## src/rtl/rbcp_regfile_bridge.sv

```systemverilog
// RBCP byte bus to 32-bit register-file bridge: N_WR committed control words, N_RD snapshotted status words.
// Latency: one cycle from accepted request to rbcp_ack / rbcp_rd; strobes align with the ack cycle.
// Backpressure: none; a request may be accepted every cycle. Optional macro RBCP_REG_READBACK_EN.
module rbcp_regfile_bridge #(
  parameter int          N_WR    = 2,
  parameter int          N_RD    = 2,
  parameter logic [31:0] WR_BASE = 32'h0000_0000,
  parameter logic [31:0] RD_BASE = 32'h0000_0100
) (
  input  logic                 clk,
  input  logic                 rst,
  input  logic                 rbcp_act,
  input  logic [31:0]          rbcp_addr,
  input  logic                 rbcp_we,
  input  logic [7:0]           rbcp_wd,
  input  logic                 rbcp_re,
  output logic [7:0]           rbcp_rd,
  output logic                 rbcp_ack,
  output logic [32*N_WR-1:0]   reg_out,
  output logic [N_WR-1:0]      reg_out_upd,
  input  logic [32*N_RD-1:0]   reg_in,
  output logic [N_RD-1:0]      reg_in_snap
);

  localparam int          WW      = (N_WR > 1) ? $clog2(N_WR) : 1;
  localparam int          RW      = (N_RD > 1) ? $clog2(N_RD) : 1;
  localparam logic [31:0] WR_SPAN = 32'(4 * N_WR);
  localparam logic [31:0] RD_SPAN = 32'(4 * N_RD);

  // Big-endian lane extraction: lane 0 is the most significant byte.
  function automatic logic [7:0] lane_byte(input logic [31:0] w, input logic [1:0] l);
    logic [7:0] b;
    case (l)
      2'd0:    b = w[31:24];
      2'd1:    b = w[23:16];
      2'd2:    b = w[15:8];
      default: b = w[7:0];
    endcase
    return b;
  endfunction

  // Big-endian lane replacement inside a word.
  function automatic logic [31:0] lane_put(input logic [31:0] w, input logic [1:0] l,
                                           input logic [7:0] b);
    logic [31:0] r;
    r = w;
    case (l)
      2'd0:    r[31:24] = b;
      2'd1:    r[23:16] = b;
      2'd2:    r[15:8]  = b;
      default: r[7:0]   = b;
    endcase
    return r;
  endfunction

  logic [N_RD-1:0][31:0] reg_in_w;
  assign reg_in_w = reg_in;

  logic [N_WR-1:0][31:0] shadow_q, shadow_d;
  logic [N_WR-1:0][31:0] reg_out_q, reg_out_d;
  logic [N_WR-1:0]       upd_q, upd_d;
  logic [N_RD-1:0][31:0] snap_q, snap_d;
  logic [N_RD-1:0]       snap_stb_q, snap_stb_d;
  logic                  ack_q, ack_d;
  logic [7:0]            rd_q, rd_d;

  // Address decode: full 32-bit range checks so no upper-bit aliasing is possible.
  logic [31:0]   wr_off, rd_off;
  logic          wr_hit, rd_hit, req;
  logic [WW-1:0] wr_idx;
  logic [RW-1:0] rd_idx;
  logic [1:0]    lane;

  assign wr_off = rbcp_addr - WR_BASE;
  assign rd_off = rbcp_addr - RD_BASE;
  assign wr_hit = (rbcp_addr >= WR_BASE) && (wr_off < WR_SPAN);
  assign rd_hit = (rbcp_addr >= RD_BASE) && (rd_off < RD_SPAN);
  assign wr_idx = wr_off[WW+1:2];
  assign rd_idx = rd_off[RW+1:2];
  assign lane   = rbcp_addr[1:0];
  assign req    = rbcp_act && (rbcp_we || rbcp_re);

  // Next-state: shadow/commit on writes, snapshot/return on reads; write wins over read.
  always_comb begin
    shadow_d   = shadow_q;
    reg_out_d  = reg_out_q;
    upd_d      = '0;
    snap_d     = snap_q;
    snap_stb_d = '0;
    ack_d      = 1'b0;
    rd_d       = 8'h00;
    if (req) begin
      ack_d = 1'b1;
      if (rbcp_we) begin
        if (wr_hit) begin
          shadow_d[wr_idx] = lane_put(shadow_q[wr_idx], lane, rbcp_wd);
          if (lane == 2'd3) begin
            // Commit the whole word at once from the shadow plus the incoming low byte.
            reg_out_d[wr_idx] = {shadow_q[wr_idx][31:8], rbcp_wd};
            upd_d[wr_idx]     = 1'b1;
          end
        end
      end else if (rd_hit) begin
        if (lane == 2'd0) begin
          // Lane 0 freezes the live word so lanes 1..3 read a coherent value.
          snap_d[rd_idx]     = reg_in_w[rd_idx];
          snap_stb_d[rd_idx] = 1'b1;
          rd_d               = reg_in_w[rd_idx][31:24];
        end else begin
          rd_d = lane_byte(snap_q[rd_idx], lane);
        end
      end
`ifdef RBCP_REG_READBACK_EN
      else if (wr_hit) begin
        rd_d = lane_byte(reg_out_q[wr_idx], lane);
      end
`endif
    end
  end

  // State registers; reset discards any request accepted in the same cycle.
  always_ff @(posedge clk) begin
    if (rst) begin
      shadow_q   <= '0;
      reg_out_q  <= '0;
      upd_q      <= '0;
      snap_q     <= '0;
      snap_stb_q <= '0;
      ack_q      <= 1'b0;
      rd_q       <= 8'h00;
    end else begin
      shadow_q   <= shadow_d;
      reg_out_q  <= reg_out_d;
      upd_q      <= upd_d;
      snap_q     <= snap_d;
      snap_stb_q <= snap_stb_d;
      ack_q      <= ack_d;
      rd_q       <= rd_d;
    end
  end

  assign rbcp_ack    = ack_q;
  assign rbcp_rd     = rd_q;
  assign reg_out     = reg_out_q;
  assign reg_out_upd = upd_q;
  assign reg_in_snap = snap_stb_q;

endmodule
```

## config.mk

```make
export PLATFORM = sky130hd
export DESIGN_NAME = rbcp_regfile_bridge
export DESIGN_NICKNAME = d
export VERILOG_FILES = /design/src/rtl/rbcp_regfile_bridge.sv
export SDC_FILE = /design/constraint.sdc
export NUM_CORES = 1
export LEC_CHECK = 0
export ABC_CLOCK_PERIOD_IN_PS = 2000
export CAP_MARGIN = 20
export CORE_MARGIN = 3
export CORE_UTILIZATION = 45
export CTS_BUF_LIST = sky130_fd_sc_hd__clkbuf_4 sky130_fd_sc_hd__clkbuf_8
export DETAILED_ROUTE_END_ITERATION = 8
export PLACE_DENSITY = 0.86
export RECOVER_POWER = 50
export SETUP_SLACK_MARGIN = 0.05
export SKIP_LAST_GASP = 1
export SYNTH_ARGS = -nofsm -noshare
export SYNTH_HDL_FRONTEND = slang
export SYNTH_SLANG_ARGS = --single-unit
```

## constraint.sdc

```tcl
create_clock -name clk -period 2 [get_ports clk]
set_input_delay 0.2 -clock clk [delete_from_list [all_inputs] [get_ports clk]]
set_output_delay 0.2 -clock clk [all_outputs]
set_load 0.01 [all_outputs]
```

# [After elaboration in Yosys (flattened, before gate mapping)]
# Cells that the tools add are included.
[word_totals] ff_bits=205 in_bits=109 out_inout_bits=77
[classes] bitwise_logic=6 muxes=36 n_addsub=1 n_eq_ne=3 reduce_logical=14 n_lt_le_gt_ge=8
[ops] op="64-bit bitwise mux" count=3
[ops] op="32-bit 2-to-1 mux" count=6
[ops] op="8-bit 2-to-1 mux" count=17
[ops] op="32-bit demux with 1-bit select" count=2
[ops] op="32-bit by 4-bit < comparator with 1-bit output, second input constant" count=2
[ops] op="24-bit 2-to-1 mux" count=2
[ops] op="32-bit by 1-bit greater-or-equal comparator with 1-bit output, second input constant" count=1
[ops] op="32-bit by 9-bit greater-or-equal comparator with 1-bit output, second input constant" count=1
[ops] op="32-bit by 9-bit subtractor with 32-bit output, second input constant" count=1
[ops] op="8-bit case mux with 2 select lines" count=1
[ops] op="5-bit OR reduction" count=2
[ops] op="4-bit AND reduction" count=2
[ops] op="1-bit NOT" count=6
[ops] op="1-bit logical AND" count=5
[ops] op="2-bit equality test, second input constant" count=2
[ops] op="1-bit by 2-bit < comparator with 1-bit output, second input constant" count=2
[ops] op="4-bit OR reduction" count=1
[ops] op="1-bit 2-to-1 mux" count=3
[ops] op="3-bit AND reduction" count=1
[ops] op="3-bit OR reduction" count=1
[ops] op="1-bit demux with 1-bit select" count=2
[ops] op="2-bit by 1-bit equality test with 1-bit output, second input constant" count=1
[ops] op="1-bit greater-or-equal comparator, second input constant" count=2
[ops] op="2-bit logical NOT" count=1
[ops] op="1-bit logical OR" count=1

# [Depth between registers and ports, before layout]
[depth] depth_word=7 mapped_depth=8 ltp_nobuf=6

# [Worst setup path before layout]
# No wires, ideal clock.
[synth_timing] path_kind="in2reg" start="input port rbcp_addr[20]" end="register reg_out_q, in the netlist reg_out[45]" t_arrival_ps=1937 path_buffers=2 required_time_ps=1930 path_stages=7 slack_ps=-7 path_cell_list="nor4_2 nand4_4 or4_1 buf_2 buf_6 or3_1 a21oi_1"
[synth_between] elab_chain_cells=3 elab_cells_between_ends=4 classes_between="order compare: 2; reduce/logical: 2"
[synth_lines] element="from (decl)" line="13" source="input logic [31:0] rbcp_addr,"
[synth_lines] element="32-bit by 1-bit greater-or-equal comparator with 1-bit output / 32-bit by 4-bit < comparator with 1-bit output (equally long branches)" line="76" source="assign wr_hit = (rbcp_addr >= WR_BASE) && (wr_off < WR_SPAN);"
[synth_lines] element="1-bit logical AND (*)" line="76"
[synth_lines] element="4-bit AND reduction (no source line) (*)"
[synth_lines] element="to (signal assigned)" line="133" source="reg_out_q <= reg_out_d;"
[synth_lines] element="to (decl)" line="60" source="logic [N_WR-1:0][31:0] reg_out_q, reg_out_d;"
# Mark *: on every way between the ends. The rest lies on a longest branch, timed or not.
# A chain may end at the register's enable or synchronous reset.

# [Worst setup path in the final report]
[layout_timing] start="input port rbcp_addr[7]" end="register reg_out_q, in the netlist reg_out[41]"
# Same word-level chain as after synthesis.

==> results_dict.tcl <==
set metrics [dict create \
    status "complete, no violations" \
    pwr-share-seq_pct 52.7 \
    grt_pass1_vias 7501 \
    p_leak_nw 4.38 \
    p_sw_share_pct 27.8 \
    core_area_mm2 0.0173 \
    cts.path.max_buffers 2 \
    synth.distinct_cells 39 \
    required_ns 2.40 \
    intPower_w 0.00472 \
    crit_path_max_fanout 12 \
    worstReg2RegStart "snap_q[52]" \
    end_kind "flip-flop" \
    cap_violations 0 \
    grt_setup_unrepaired "true" \
    slew_viol_final 0 \
    ant_nets 0 \
    root_buffer "clkbuf_8" \
    hold_viol_final 0 \
    clk_pin_slew_ns 0.10 \
    ctsHoldBuffers 0 \
    dp_hpwl_um 16100 \
    clkPwrFrac_pct 37.6 \
    synth.yosys.warnings 0 \
    port_buffers 185 \
    antenna_found_initial 0 \
    tightest_slew_ns 0.645 \
    antenna_cells 0 \
    start_kind "input port" \
    grt-ovfl-total 0 \
    wirelength_um 24900 \
    instances_no_fill 1270 \
    yosysTopAreaCellShare_pct 43.4 \
    placed_cells 1230 \
    drc_errors 0 \
    fin_hold_ws_ns 0.219 \
    pre_cts_slack_ns -0.547 \
    cts_buffers 17 \
    synth_area_leaders "dfxtp_1 (43%), mux2i_1 (11%), a21oi_1 (6.5%), o2111ai_1 (5.3%), o41ai_1 (5.3%)" \
    hold_depth 3 \
    initial_core_util_pct 46.1 \
    via_count 7615 \
    setup_violations 0 \
    rows 48 \
    reg2regPathDepth 4 \
    ys_ff_latch 173 \
    avgViaCountPerCell 6.00 \
    io_pins 186 \
    p_sw_w 0.00182 \
    crit_arrival_ns 2.36 \
    syn_nets 954 \
    drt_iter0_drc 650 \
    fin_skew_ns 0.0143 \
    synth_edf_count 0 \
    cts_tree "done" \
    synthArstFlopShare_pct 0 \
    post_dp_cell_area_mm2 0.0105 \
    firstDrtPassIters 5 \
    area_delta_synth_final_pct 42.7 \
    synthFlopType "dfxtp_1" \
    yosys.area.top_type "dfxtp_1" \
    max_freq_mhz 510 \
    criticalPathCategory "in2reg" \
    hp-class "in2reg" \
    stdcell_area_mm2 0.0114 \
    vdd_drop_max_mv 0.357 \
    hp-start "rbcp_act" \
    grt_max_degree 69 \
    nets 1145 \
    comb_power_share_pct 9.8 \
    clkLatencyLatePin_ns 0.46 \
    syn_area_per_cell_um2 9.49 \
    r2r_end "rbcp_rd[4]" \
    die_x_um 139 \
    setup_ws_ns 0.0376 \
    seq_area_frac_synth_pct 43.4 \
    timing.final.crit_share_pct 98.1 \
    min_to "rbcp_ack" \
    syn_inst 841 \
    avgRoutedWirePerCell_um 19.6 \
    cts.sinks 173 \
    grtUsageTotal_pct 24.1 \
    die_area_mm2 0.0194 \
    pwr_density_cell_mw_per_mm2 574 \
    htree_levels 4 \
    routabilityCongestion 0.849 \
    r2r_slack_ns 0.57 \
    fp.dieH_um 139 \
    final.min_clock_period_ns 1.96 \
    slew_headroom_pct 57.0 \
    drive_gt1_share_pct 17.7 \
    grt_pass1_wl_um 38400 \
    syn_area_mm2 0.00798 \
]
==> Yosys cell counts, types with 16 or more instances <==
cell type / instances
nand4_1: 22
o2111ai_1: 48
a21oi_1: 104
o21ai_0: 46
nor2_1: 18
or3_1: 24
clkbuf_1: 75
mux2_2: 16
nand2b_1: 58
o41ai_1: 48
mux2i_1: 86
dfxtp_1: 173
==> power by group through the flow <==
stage / combinational, W / clock [W] / sequential [W]
after floorplan: 0.000234 / 0 / 0.00352
after global placement: 0.000601 / 0 / 0.00352
after detailed placement: 0.000608 / 0 / 0.00352
after CTS: 0.000615 / 0.00250 / 0.00344
after global routing: 0.000676 / 0.00263 / 0.00344
final: 0.000638 / 0.00246 / 0.00344
==> cells by family (layout without fill, tap and decap cells) <==
group / after synthesis / after routing / synth area share [%]
and+or+nand+nor: 188 / 188 / 14.9
DFF: 173 / 173 / 43.4
buffers and inverters: 98 / 302 / 4.97
muxes: 102 / 102 / 13.0
adders and majority gates: 4 / 4 / 0.627
AOI/OAI and AO/OA: 276 / 276 / 23.1
==> worst max-delay path, cell delays in order <==
cell and delay [ns]:
clkdlybuf4s50_1 0.48, nor4b_4 0.34, nand2_1 0.12, or4_4 0.55
buf_12 0.17, or3_1 0.35, a21oi_1 0.14
==> state kept, by name, summed over array words and instances, names as in the netlist <==
register	cells
rbcp_rd	8
reg_out	64
reg_in_snap	2
snap_q	48
rbcp_ack	1
reg_out_upd	2
shadow_q	48
==> routing by layer <==
metal / share of wire, % / global-route usage (%)
met1: 42 / 31.3
met2: 49 / 39.6
met3: 6.6 / 5.41
met4: 2.2 / 8.39
met5: 0 / 0
==> metrics by stage <==
| step | setup TNS, ns | util, % | total power, W |
|---|---|---|---|
| 2_1_floorplan | -0.0305 | - | 0.00376 |
| 3_3_place_gp | -61.83 | 60.8 | 0.00412 |
| 3_5_place_dp | -68.85 | 60.8 | 0.00413 |
| 4_1_cts | 0 | 63.6 | 0.00656 |
| 5_1_grt | -0.165 | 65.8 | 0.00675 |
| 6_report | 0 | 65.8 | 0.00654 |
==> cell usage in the layout, fill, tap and decap left out, drive strengths merged, types with 3 or more instances in the layout <==
| cell | netlist | final |
|---|---|---|
| dfxtp | 173 | 173 |
| clkdlybuf4s50 | 0 | 125 |
| a21oi | 104 | 104 |
| mux2i | 86 | 86 |
| buf | 18 | 80 |
| nand2b | 58 | 58 |
| o2111ai | 48 | 48 |
| o41ai | 48 | 48 |
| o21ai | 46 | 46 |
| dlygate4sd3 | 0 | 44 |
| or3 | 24 | 24 |
| nand4 | 23 | 23 |
| clkbuf | 75 | 19 |
| nor2 | 18 | 18 |
| mux2 | 16 | 16 |
| dlymetal6s2s | 0 | 14 |
| inv | 5 | 14 |
| nand2 | 13 | 13 |
| nor2b | 11 | 11 |
| nor3 | 9 | 9 |
| a22oi | 8 | 8 |
| a211oi | 8 | 8 |
| o211a | 8 | 8 |
| nand3 | 8 | 8 |
| nor4 | 8 | 8 |
| clkinv | 0 | 5 |
| ha | 4 | 4 |
| and3 | 4 | 4 |
| a31o | 3 | 3 |
| nor4b | 3 | 3 |
==> worst max path at each step <==
stage	startpoint	endpoint	slack, ns	cells past startpoint
after floorplan	rbcp_addr[10]	reg_out[45]	-0.004	7
after global placement	rbcp_act	reg_out[50]	-0.44	8
after CTS	rbcp_addr[10]	reg_out[8]	0.05	8
after global routing	rbcp_addr[7]	reg_out[35]	-0.03	8
final	rbcp_addr[7]	reg_out[41]	0.04	7
after detailed placement	rbcp_act	reg_out[63]	-0.55	8
==> timing repair <==
action | 4_1_cts | 5_1_grt
resized for setup | 15 | 60
hold endpoints to repair | 0 | 0
pin swaps | 0 | 12
cloned | 1 | 2
buffers inserted | 1 | 4
endpoints found under the setup margin | 62 | 130
==> area by class of cell <==
class | instances | area (um^2)
clock inverters | 15 | 165
well taps | 225 | 282
flip-flops and latches | 173 | 3460
repair buffers | 265 | 2750
multi-input cells | 570 | 4470
clock buffers | 17 | 234
inverters | 5 | 18.8
fillers | 1322 | 5910
(Power assumes the default switching activity.)
